## src/rtl/fetch_pkg.sv

```systemverilog
// -----------------------------------------------------------------------------
// fetch_pkg
// Shared definitions for the instruction-fetch stage and its branch target
// buffer:
//   - 2-bit saturating counter encodings (SNT, WNT, WT, ST)
//   - btb_idx_w(): index width of the BTB for a given entry count
//   - btb_entry_t: per-entry control fields of a BTB entry
//
// The tag and target fields of a BTB entry depend on XLEN and BTB_ENTRIES,
// which are module parameters. A package typedef cannot follow them, so
// those two fields live in parallel arrays inside fetch_btb, indexed like the
// btb_entry_t array. Together they form the logical entry
// {valid, tag, target, is_jump, ctr}.
// -----------------------------------------------------------------------------
package fetch_pkg;

  // Direction counter encodings. The MSB is the predicted direction.
  localparam logic [1:0] SNT = 2'b00;  // strongly not-taken
  localparam logic [1:0] WNT = 2'b01;  // weakly not-taken
  localparam logic [1:0] WT  = 2'b10;  // weakly taken (allocation value)
  localparam logic [1:0] ST  = 2'b11;  // strongly taken

  // Number of PC bits used to index a BTB with 'entries' entries.
  function automatic int btb_idx_w(input int entries);
    return $clog2(entries);
  endfunction

  // Control part of one BTB entry.
  typedef struct packed {
    logic       valid;
    logic       is_jump;
    logic [1:0] ctr;
  } btb_entry_t;

endpackage

```

## src/rtl/fetch_btb.sv

```systemverilog
// -----------------------------------------------------------------------------
// fetch_btb
// Direct-mapped branch target buffer with 2-bit saturating direction
// counters. Lookup is purely combinational on the fetch PC. Update happens at
// the clock edge from the resolution port. A lookup and an update on the same
// index in the same cycle see the old contents (no write-through).
//
// Parameters:
//   XLEN         PC width in bits
//   BTB_ENTRIES  number of entries (power of 2, at least 2)
//
// Ports:
//   clock          system clock
//   reset          asynchronous, active-low; clears every valid bit and counter
//   lookup_word    fetch PC without its two byte-offset bits
//   lookup_taken   entry hits and predicts taken (jump, or counter MSB set)
//   lookup_target  stored target of the indexed entry
//   upd_valid      a control instruction resolves this cycle
//   upd_word       PC of the resolving instruction without byte-offset bits
//   upd_is_jump    resolving instruction is an unconditional jump
//   upd_taken      actual direction
//   upd_target     actual target
// -----------------------------------------------------------------------------
module fetch_btb
  import fetch_pkg::*;
#(
  parameter int XLEN        = 32,
  parameter int BTB_ENTRIES = 16
) (
  input  logic            clock,
  input  logic            reset,
  input  logic [XLEN-3:0] lookup_word,
  output logic            lookup_taken,
  output logic [XLEN-1:0] lookup_target,
  input  logic            upd_valid,
  input  logic [XLEN-3:0] upd_word,
  input  logic            upd_is_jump,
  input  logic            upd_taken,
  input  logic [XLEN-1:0] upd_target
);

  localparam int IDX_W = btb_idx_w(BTB_ENTRIES);
  localparam int TAG_W = XLEN - 2 - IDX_W;

  // Entry storage: control fields are reset, tag/target are plain data.
  btb_entry_t       meta_reg   [BTB_ENTRIES];
  logic [TAG_W-1:0] tag_reg    [BTB_ENTRIES];
  logic [XLEN-1:0]  target_reg [BTB_ENTRIES];

  // ---------------------------------------------------------------------------
  // Lookup
  // ---------------------------------------------------------------------------
  logic [IDX_W-1:0] lk_idx;
  logic [TAG_W-1:0] lk_tag;
  logic             lk_hit;

  assign lk_idx = lookup_word[IDX_W-1:0];
  assign lk_tag = lookup_word[XLEN-3:IDX_W];
  assign lk_hit = meta_reg[lk_idx].valid && (tag_reg[lk_idx] == lk_tag);

  // Jumps always predict taken once they are in the table; branches follow
  // the counter MSB.
  assign lookup_taken  = lk_hit && (meta_reg[lk_idx].is_jump || meta_reg[lk_idx].ctr[1]);
  assign lookup_target = target_reg[lk_idx];

  // ---------------------------------------------------------------------------
  // Update
  // ---------------------------------------------------------------------------
  logic [IDX_W-1:0] up_idx;
  logic [TAG_W-1:0] up_tag;
  logic             up_hit;
  logic             up_train;   // existing entry: retrain counter / fields
  logic             up_alloc;   // taken miss: claim the slot
  logic [1:0]       up_ctr;
  btb_entry_t       up_new;

  assign up_idx = upd_word[IDX_W-1:0];
  assign up_tag = upd_word[XLEN-3:IDX_W];
  assign up_hit = meta_reg[up_idx].valid && (tag_reg[up_idx] == up_tag);

  assign up_train = upd_valid && up_hit;
  // A not-taken miss carries no useful target, so it never allocates.
  assign up_alloc = upd_valid && !up_hit && upd_taken;

  // Saturating counter step for a hit.
  always_comb begin
    up_ctr = meta_reg[up_idx].ctr;
    unique case (meta_reg[up_idx].ctr)
      SNT:     up_ctr = upd_taken ? WNT : SNT;
      WNT:     up_ctr = upd_taken ? WT  : SNT;
      WT:      up_ctr = upd_taken ? ST  : WNT;
      default: up_ctr = upd_taken ? ST  : WT;
    endcase
  end

  always_comb begin
    up_new         = '0;
    up_new.valid   = 1'b1;
    up_new.is_jump = upd_is_jump;
    up_new.ctr     = up_hit ? up_ctr : WT;
  end

  always_ff @(posedge clock or negedge reset) begin
    if (!reset) begin
      for (int i = 0; i < BTB_ENTRIES; i++) begin
        meta_reg[i] <= '0;
      end
    end else if (up_train || up_alloc) begin
      meta_reg[up_idx] <= up_new;
    end
  end

  // Tag only changes on allocation (a hit already matches). The target is
  // refreshed on every taken resolution so moved targets are learned.
  always_ff @(posedge clock) begin
    if (up_alloc) begin
      tag_reg[up_idx] <= up_tag;
    end
    if (up_alloc || (up_train && upd_taken)) begin
      target_reg[up_idx] <= upd_target;
    end
  end

endmodule

```

## src/rtl/fetch_predict_unit.sv

```systemverilog
// -----------------------------------------------------------------------------
// fetch_predict_unit
// Instruction-fetch stage of the 5-stage pipeline. Owns the PC and the IF/ID
// register and predicts control flow with a direct-mapped BTB (fetch_btb).
// Resolved control flow from later stages trains the BTB; a mispredict
// redirects the PC and raises flush_o in the same cycle.
//
// Optional feature (macro FETCH_PERF_COUNTERS_EN):
//   defined   -> adds perf_branches_o / perf_mispredicts_o event counters
//   undefined -> those ports and counters do not exist
//
// Parameters:
//   XLEN         datapath/PC width
//   BTB_ENTRIES  BTB entries (power of 2, at least 2)
//   RESET_PC     PC loaded on reset
//
// Ports:
//   clock, reset              clock; asynchronous active-low reset
//   stall_i                   hold PC and IF/ID (load-use hazard)
//   imem_addr_o/imem_rdata_i  instruction memory, same-cycle read
//   ifid_*                    IF/ID register contents
//   res_*                     resolution report from a later stage
//   flush_o                   mispredict this cycle (combinational)
//   perf_*                    event counters (only with the macro above)
// -----------------------------------------------------------------------------
module fetch_predict_unit
  import fetch_pkg::*;
#(
  parameter int              XLEN        = 32,
  parameter int              BTB_ENTRIES = 16,
  parameter logic [XLEN-1:0] RESET_PC    = '0
) (
  input  logic            clock,
  input  logic            reset,
  input  logic            stall_i,
  output logic [XLEN-1:0] imem_addr_o,
  input  logic [31:0]     imem_rdata_i,
  output logic            ifid_valid_o,
  output logic [31:0]     ifid_instr_o,
  output logic [XLEN-1:0] ifid_pcplus4_o,
  output logic            ifid_pred_taken_o,
  output logic [XLEN-1:0] ifid_pred_target_o,
  input  logic            res_valid_i,
  input  logic [XLEN-1:0] res_pc_i,
  input  logic            res_is_jump_i,
  input  logic            res_taken_i,
  input  logic [XLEN-1:0] res_target_i,
  input  logic            res_pred_taken_i,
  input  logic [XLEN-1:0] res_pred_target_i,
  output logic            flush_o
`ifdef FETCH_PERF_COUNTERS_EN
  ,
  output logic [31:0]     perf_branches_o,
  output logic [31:0]     perf_mispredicts_o
`endif
);

  logic [XLEN-1:0] pc_reg;
  logic [XLEN-1:0] pc_next;
  logic [XLEN-1:0] pc_plus4;
  logic [XLEN-1:0] redirect_pc;
  logic            mispredict;
  logic            pred_taken;
  logic [XLEN-1:0] pred_target;

  logic            ifid_valid_reg;
  logic [31:0]     ifid_instr_reg;
  logic [XLEN-1:0] ifid_pcplus4_reg;
  logic            ifid_pred_taken_reg;
  logic [XLEN-1:0] ifid_pred_target_reg;

  // ---------------------------------------------------------------------------
  // Prediction
  // ---------------------------------------------------------------------------
  fetch_btb #(
    .XLEN        (XLEN),
    .BTB_ENTRIES (BTB_ENTRIES)
  ) u_btb (
    .clock         (clock),
    .reset         (reset),
    .lookup_word   (pc_reg[XLEN-1:2]),
    .lookup_taken  (pred_taken),
    .lookup_target (pred_target),
    .upd_valid     (res_valid_i),
    .upd_word      (res_pc_i[XLEN-1:2]),
    .upd_is_jump   (res_is_jump_i),
    .upd_taken     (res_taken_i),
    .upd_target    (res_target_i)
  );

  // ---------------------------------------------------------------------------
  // Mispredict detection. A correct "taken" prediction also needs the right
  // target; a correct "not-taken" prediction ignores the carried target.
  // ---------------------------------------------------------------------------
  assign mispredict = res_valid_i &&
                      ((res_taken_i != res_pred_taken_i) ||
                       (res_taken_i && (res_target_i != res_pred_target_i)));

  assign flush_o     = mispredict;
  assign redirect_pc = res_taken_i ? res_target_i : (res_pc_i + XLEN'(4));

  // ---------------------------------------------------------------------------
  // PC
  // ---------------------------------------------------------------------------
  assign pc_plus4    = pc_reg + XLEN'(4);
  assign imem_addr_o = pc_reg;

  // The redirect beats the stall: the stalled instruction is on the wrong
  // path anyway and gets squashed by the flush.
  always_comb begin
    pc_next = pc_plus4;
    if (mispredict) begin
      pc_next = redirect_pc;
    end else if (stall_i) begin
      pc_next = pc_reg;
    end else if (pred_taken) begin
      pc_next = pred_target;
    end
  end

  always_ff @(posedge clock or negedge reset) begin
    if (!reset) begin
      pc_reg <= RESET_PC;
    end else begin
      pc_reg <= pc_next;
    end
  end

  // ---------------------------------------------------------------------------
  // IF/ID register. A squashed slot is cleared completely so downstream sees
  // an all-zero NOP with no prediction attached.
  // ---------------------------------------------------------------------------
  always_ff @(posedge clock or negedge reset) begin
    if (!reset) begin
      ifid_valid_reg       <= 1'b0;
      ifid_instr_reg       <= '0;
      ifid_pcplus4_reg     <= '0;
      ifid_pred_taken_reg  <= 1'b0;
      ifid_pred_target_reg <= '0;
    end else if (mispredict) begin
      ifid_valid_reg       <= 1'b0;
      ifid_instr_reg       <= '0;
      ifid_pcplus4_reg     <= '0;
      ifid_pred_taken_reg  <= 1'b0;
      ifid_pred_target_reg <= '0;
    end else if (!stall_i) begin
      ifid_valid_reg       <= 1'b1;
      ifid_instr_reg       <= imem_rdata_i;
      ifid_pcplus4_reg     <= pc_plus4;
      ifid_pred_taken_reg  <= pred_taken;
      ifid_pred_target_reg <= pred_taken ? pred_target : '0;
    end
  end

  assign ifid_valid_o       = ifid_valid_reg;
  assign ifid_instr_o       = ifid_instr_reg;
  assign ifid_pcplus4_o     = ifid_pcplus4_reg;
  assign ifid_pred_taken_o  = ifid_pred_taken_reg;
  assign ifid_pred_target_o = ifid_pred_target_reg;

`ifdef FETCH_PERF_COUNTERS_EN
  // ---------------------------------------------------------------------------
  // Event counters; they wrap silently.
  // ---------------------------------------------------------------------------
  logic [31:0] perf_branches_reg;
  logic [31:0] perf_mispredicts_reg;

  always_ff @(posedge clock or negedge reset) begin
    if (!reset) begin
      perf_branches_reg    <= '0;
      perf_mispredicts_reg <= '0;
    end else begin
      if (res_valid_i) begin
        perf_branches_reg <= perf_branches_reg + 32'd1;
      end
      if (mispredict) begin
        perf_mispredicts_reg <= perf_mispredicts_reg + 32'd1;
      end
    end
  end

  assign perf_branches_o    = perf_branches_reg;
  assign perf_mispredicts_o = perf_mispredicts_reg;
`endif

endmodule
```

## config.mk

```make
export PLATFORM = sky130hd
export DESIGN_NAME = fetch_predict_unit
export DESIGN_NICKNAME = d
export VERILOG_FILES = /design/src/rtl/fetch_pkg.sv /design/src/rtl/fetch_btb.sv /design/src/rtl/fetch_predict_unit.sv
export SDC_FILE = /design/constraint.sdc
export NUM_CORES = 2
export LEC_CHECK = 0
export ABC_AREA = 1
export BUFFER_PORTS_ARGS = -buffer_cell sky130_fd_sc_hd__buf_2
export CORE_MARGIN = 2
export CORE_UTILIZATION = 40
export CTS_BUF_LIST = sky130_fd_sc_hd__clkbuf_16
export CTS_CLUSTER_DIAMETER = 80
export DETAILED_ROUTE_END_ITERATION = 10
export PLACE_DENSITY = 0.64
export SYNTH_ARGS = -nofsm -noshare
export SYNTH_HDL_FRONTEND = slang
export SYNTH_SLANG_ARGS = --single-unit
```

## constraint.sdc

```tcl
create_clock -name clock -period 4.34 [get_ports clock]
set_input_delay 0.651 -clock clock [delete_from_list [all_inputs] [get_ports clock]]
set_output_delay 0.651 -clock clock [all_outputs]
set_load 0.01 [all_outputs]
```

Yosys cells after proc, flatten, opt, wreduce, memory -nomap -nowiden
Memories as Yosys holds them, arrays and structs flattened. Cells that the tools add are included.

Bits in registers: 194. Output and inout bits: 131. Memories kept: 2. Input bits: 135. Bits in writable memories: 928.

$lt $le $gt $ge: 3. Add/sub/neg operators: 2. Multiplexer cells: 34. Eq/ne operators: 7. Bitwise gates (word level): 2. Reductions and logical operators: 16.

Memory list: u_btb.target_reg (words 16, width 32, read ports 1, clocked after Yosys merged registers in 0, write ports 1, RTL line fetch_btb.sv:48) `logic [XLEN-1:0] target_reg [BTB_ENTRIES];`; u_btb.tag_reg (words 16, width 26, read ports 2, clocked after Yosys merged registers in 0, write ports 1, RTL line fetch_btb.sv:47) `logic [TAG_W-1:0] tag_reg [BTB_ENTRIES];`.

Operators with widths (count): $mux W32 (11); $add A32 B3 Y32 const B (2); $bwmux W64 (1); $eq A26 B26 Y1 (2); $bmux W4 S4 (2); $ne A32 B32 Y1 (1); $mux W4 (5); $demux W4 S4 (1); $ge A5 B5 Y1 const B (2); $logic_and A1 B1 Y1 (10); $mux W1 (10); $not A4 Y5 (2); $mux W2 (3); $pmux W2 S3 (1); $lt A5 B1 Y1 const B (1); $logic_or A1 B1 Y1 (4); $eq A2 B1 Y1 const B (1); $eq A2 B2 Y1 const B (1); $logic_not A2 Y1 (1); $ne A2 B1 Y1 const B (1); $logic_not A1 Y1 (1); $ne A1 B1 Y1 (1).

Longest topological paths before layout
Word-level depth: 11. Gate-level depth with buffers: 23. Mapped depth without buffers: 20.

Modules after synthesis
From an unflattened synthesis, not the netlist that was laid out.

Cells, all modules: 5594. Area total of the unflattened synthesis: 53034.6 µm².

Modules (own cells, without submodules): fetch_btb (cells an instance 4379, sequential area each 29468.3 µm², times used 1, area each 44829.2 µm²); fetch_predict_unit (cells an instance 1215, sequential area each 3253.1 µm², times used 1, area each 8205.4 µm²).

Worst setup path before layout
OpenSTA, ideal clock, no wires.

Path type: input-to-reg. Start point: in res_pc_i[2]. End point: mem u_btb.tag_reg[10][0] (netlist name), enable pin. Setup time: 475 ps. Path buffers: 4. Data required time: 3865 ps. Stages: 19. Slack: -877 ps. Arrival: 4742 ps. Cell sequence: buf_2 buf_2 buf_2 nor2_1 nor2_1 nand2_1 o21ai_0 nand2_1 nand2_1 nor2_1 nand2_1 o21ai_0 nor2_1 nand2_1 nor2_1 nand2_1 nor2_4 buf_2 nor4_1.

Longest elaborated chain between the ends: 10. Elaborated cells between the ends (all ways): 12.

Ends and longest elaborated chain: start: declaration (RTL line fetch_predict_unit.sv:44) `input logic [XLEN-1:0] res_pc_i,`; branches (longest 10 deep; another with $mem_v2 Z16 W26); end: declaration (RTL line fetch_btb.sv:47).

Parallel ways; which one is timed is not known. The select of a mux whose other input is x is not followed.

Final worst setup path
Start point: reg pc_reg[3] (netlist: imem_addr_o[3]). End point: reg pc_reg[3] (netlist: imem_addr_o[3]).

Longest elaborated chain between the ends: 9. Elaborated cells between the ends (all ways): 14.

Ends and longest elaborated chain: start: declaration (RTL line fetch_predict_unit.sv:58) `logic [XLEN-1:0] pc_reg;`; start signal: assignment (RTL line fetch_predict_unit.sv:125) `pc_reg <= pc_next;`; branches (longest 6 deep; another with $mem_v2 Z16 W26); $mux W32 * (RTL line fetch_predict_unit.sv:116) `end else if (pred_taken) begin`; $mux W32 * (RTL line fetch_predict_unit.sv:114) `end else if (stall_i) begin`; $mux W32 * (RTL line fetch_predict_unit.sv:112) `if (mispredict) begin`.

Mark *: on every way between the ends. The select of a mux whose other input is x is not followed. A chain may end at the register's enable or synchronous reset.

==> results.md <==
* **flip-flop count of the largest register after layout** 512
* **Core Rows** 134
* **classification of the worst-slack hold path** in2reg
* **total DRC errors in the routed layout** 0
* **Layout Cells excl Fill** 7956
* **share of the cycle needed by the critical path after routing** 91.97%
* **final number of setup-violating endpoints** 0
* **largest fanout of any net on the critical path** 14
* **antenna violations before repair** 16
* **r2r worst-path depth** 18
* **crit path kind** reg2reg
* **sequential-to-total area share from yosys stat** 60.67%
* **Final GP Congestion** 0.9566
* **Initial Util** 40.36%
* **Floorplan Core Area** 133600 sq um
* **overall die height** 371.2 microns
* **total of max-cap violations** 0
* **total track usage** 28.15%
* **FF+latch count, synth** 1122
* **aggregate routed wire length** 197.3 mm
* **proportion of layout cells with a drive suffix above 1** 10.67%
* **start point of the critical path** imem_addr_o[3]$_DFFE_PN0P_
* **initial drt markers** 6592
* **Primary FF master, synth** edfxtp_1
* **clock tree from TritonCTS** yes
* **wire length of the first global-routing pass** 285.2 mm
* **Critical Path RT** 5.05 ns
* **LEAKAGE** 25.65 nW
* **Synth Cell Area** 53930 sq um
* **timing-limited maximum frequency** 250.5 MHz
* **actual slew at the worst max-slew pin** 1.186 ns
* **Post-synth EDFFs** 928
* **Port Buf Inserts** 265
* **result of the run** complete, no violations
* **power density cells** 460.9 nW/um^2
* **number of global-route vias before repair** 42290
* **pin count of the biggest net entering global routing** 209
* **Die Area** 137800 sq um
* **launch point of the worst reg-to-reg path** imem_addr_o[3]$_DFFE_PN0P_
* **Syn Area/Cell** 9.147 sq um
* **end point of the critical path** imem_addr_o[3]$_DFFE_PN0P_
* **DR pass1 iterations** 6
* **WHS** 0.07350 ns
* **maximum number of buffers from clock root to sink** 3
* **total via count after detailed routing** 45390
* **setup repair after global routing missed its margin** false
* **Final Skew** 0.07653 ns
* **synthesized instance count** 5896
* **growth of design area from synthesis to finish** 14.59%
* **number of max-slew violations in the final report** 0
* **number of buffers created by CTS** 117
* **maximum VDD drop** 357.4 uV
* **Skew-Pair Late Insertion Delay** 0.80 ns
* **final setup margin** 0.3484 ns
* **commonest cells after routing, fill and taps aside** 1831 x nand2_1, 928 x edfxtp_1, 664 x nor2_1
* **CP endpoint kind** flip-flop
* **Placement Setup Slack** 0.4093 ns
* **worst max-slew margin expressed relative to the limit** 20.93%
* **worst reg2reg path endpoint** imem_addr_o[3]$_DFFE_PN0P_
* **remaining antenna violation count after routing** 0
* **clock transition at the register clock pins on the worst setup and hold paths after CTS** 0.07 ns
* **Total Negative Setup Slacks** 0 ns
* **FILL cells** 12550
* **ratio of routed vias to standard cells** 5.704
* **Data arrival, critical path** 4.71 ns
* **Clock H-tree levels** 3
* **CTS Sinks** 1122
* **Final Net Count** 6228
* **startpoint types** flip-flop
* **Placed Cells incl. Taps** 7736
* **num ports** 266
* **Synth cell types** 44
* **ys async rst share** 17.29%
* **DP Wirelength** 123.3 mm
* **Synth Net Count** 6036
* **final hold viol count** 0
* **total grt overflow** 0
* **Ys Warns** 0
* **most frequent standard cell in the layout excluding fill and tap cells** nand2_1
* **clock root buffer** clkbuf_16
* **Die W** 371.2 microns
* **minimum setup slack among reg-to-reg paths** 0.35 ns
* **Routed wire per std cell** 24.80 microns
* **clock period minus final worst setup slack** 3.992 ns
critical path, cell delays in order (launching register included):
cell and delay, ns:
dfrtp_4 0.57, nand2_2 0.17, clkinv_2 0.38, buf_4 0.35
nand3_1 0.09, nand2_1 0.05, nor2_1 0.16, nand2_1 0.30
nand3_1 0.20, nand2_1 0.08, inv_2 0.10, nand2_1 0.06
nor2_1 0.20, nand2_1 0.08, nor2_1 0.28, nand4_1 0.36
nor2_1 0.25, nor2_1 0.08, nor2_1 0.13
synth_stat cells, drive strengths merged (11+ instances only):
master | n | area share, %
xor2 | 51 | 0.83
edfxtp | 928 | 52
o21ai | 379 | 3.5
or2 | 11 | 0.13
nor4 | 31 | 0.36
nor2 | 674 | 4.7
clkbuf | 177 | 1.2
nand3 | 458 | 4.3
nand3b | 13 | 0.18
o221ai | 29 | 0.47
buf | 175 | 1.6
inv | 435 | 3.0
o211ai | 83 | 1.2
a21oi | 125 | 1.2
a22o | 43 | 0.70
dfrtp | 194 | 9.0
nand4 | 96 | 1.1
nor3 | 51 | 0.50
nand2 | 1837 | 13
a221oi | 35 | 0.57
o22ai | 40 | 0.46
area by class of cell:
cell class | count | area (sq um) | area share (%)
clock inverter | 97 | 843.3 | 1.365
multi-input combinational | 3983 | 18280 | 29.57
antenna | 5 | 12.51 | 0.02025
clock buffer | 117 | 2928 | 4.738
inverter | 439 | 1668 | 2.699
sequential | 1122 | 32730 | 52.97
timing repair buffer | 425 | 3127 | 5.060
tap | 1768 | 2212 | 3.580
report_power, final:
part / internal, W / switching [W] / total (W) / leakage, nW
registers: 0.0120 / 0.000313 / 0.0123 / 10.8
logic: 0.00166 / 0.00464 / 0.00630 / 12.9
clock network: 0.00546 / 0.00445 / 0.00991 / 1.95
total: 0.0191 / 0.00940 / 0.0285 / 25.7
kinds of logic (layout without fill, tap and decap cells):
group | Yosys count | in the layout | synth area share, %
adders and majority gates | 5 | 5 | 0.1160
and+or+nand+nor | 3174 | 3174 | 24.11
other | 0 | 5 | 0
DFF | 1122 | 1122 | 60.67
xor gates and xnor gates | 59 | 59 | 0.9582
AOI/OAI and AO/OA | 745 | 745 | 8.199
buffers and inverters | 791 | 1078 | 5.937
metal layers:
metal,global-route usage (%),vias to the layer above,wire length (microns)
li1,-,20280,-
met1,38.19,21860,77130
met2,42.41,2747,87170
met3,5.706,486,21180
met4,15.19,10,11770
met5,0,-,59
worst min path at each step:
stage | end | cells after the start | slack [ns] | start
finish | ifid_instr_o[31]$_DFFE_PN0P_ | 2 | 0.07 | imem_rdata_i[31]
detailed placement | u_btb.meta_reg[18]$_DFFE_PN0P_ | 2 | 0.45 | u_btb.meta_reg[18]$_DFFE_PN0P_
global route | ifid_instr_o[31]$_DFFE_PN0P_ | 2 | 0.05 | imem_rdata_i[31]
CTS | ifid_instr_o[31]$_DFFE_PN0P_ | 2 | 0.03 | imem_rdata_i[31]
floorplan | ifid_instr_o[0]$_DFFE_PN0P_ | 0 | 0.36 | reset
global placement | u_btb.meta_reg[50]$_DFFE_PN0P_ | 2 | 0.45 | u_btb.meta_reg[50]$_DFFE_PN0P_
stage by stage:
stage	area, sq um	total power, W	util, %
after floorplan	53970	0.01585	-
after global placement	58010	0.01853	43.41
after detailed placement	58010	0.01860	43.41
after CTS	61790	0.02837	46.24
after global routing	61800	0.02942	46.25
final	61800	0.02848	46.25
timing repair:
| item | in CTS | in global routing |
|---|---|---|
| setup buffers | 0 | 0 |
| gates resized for setup | 0 | 0 |
| hold buffers | 1 | 0 |
| endpoints found under the hold margin | 20 | 0 |
(Power assumes the default switching activity.)
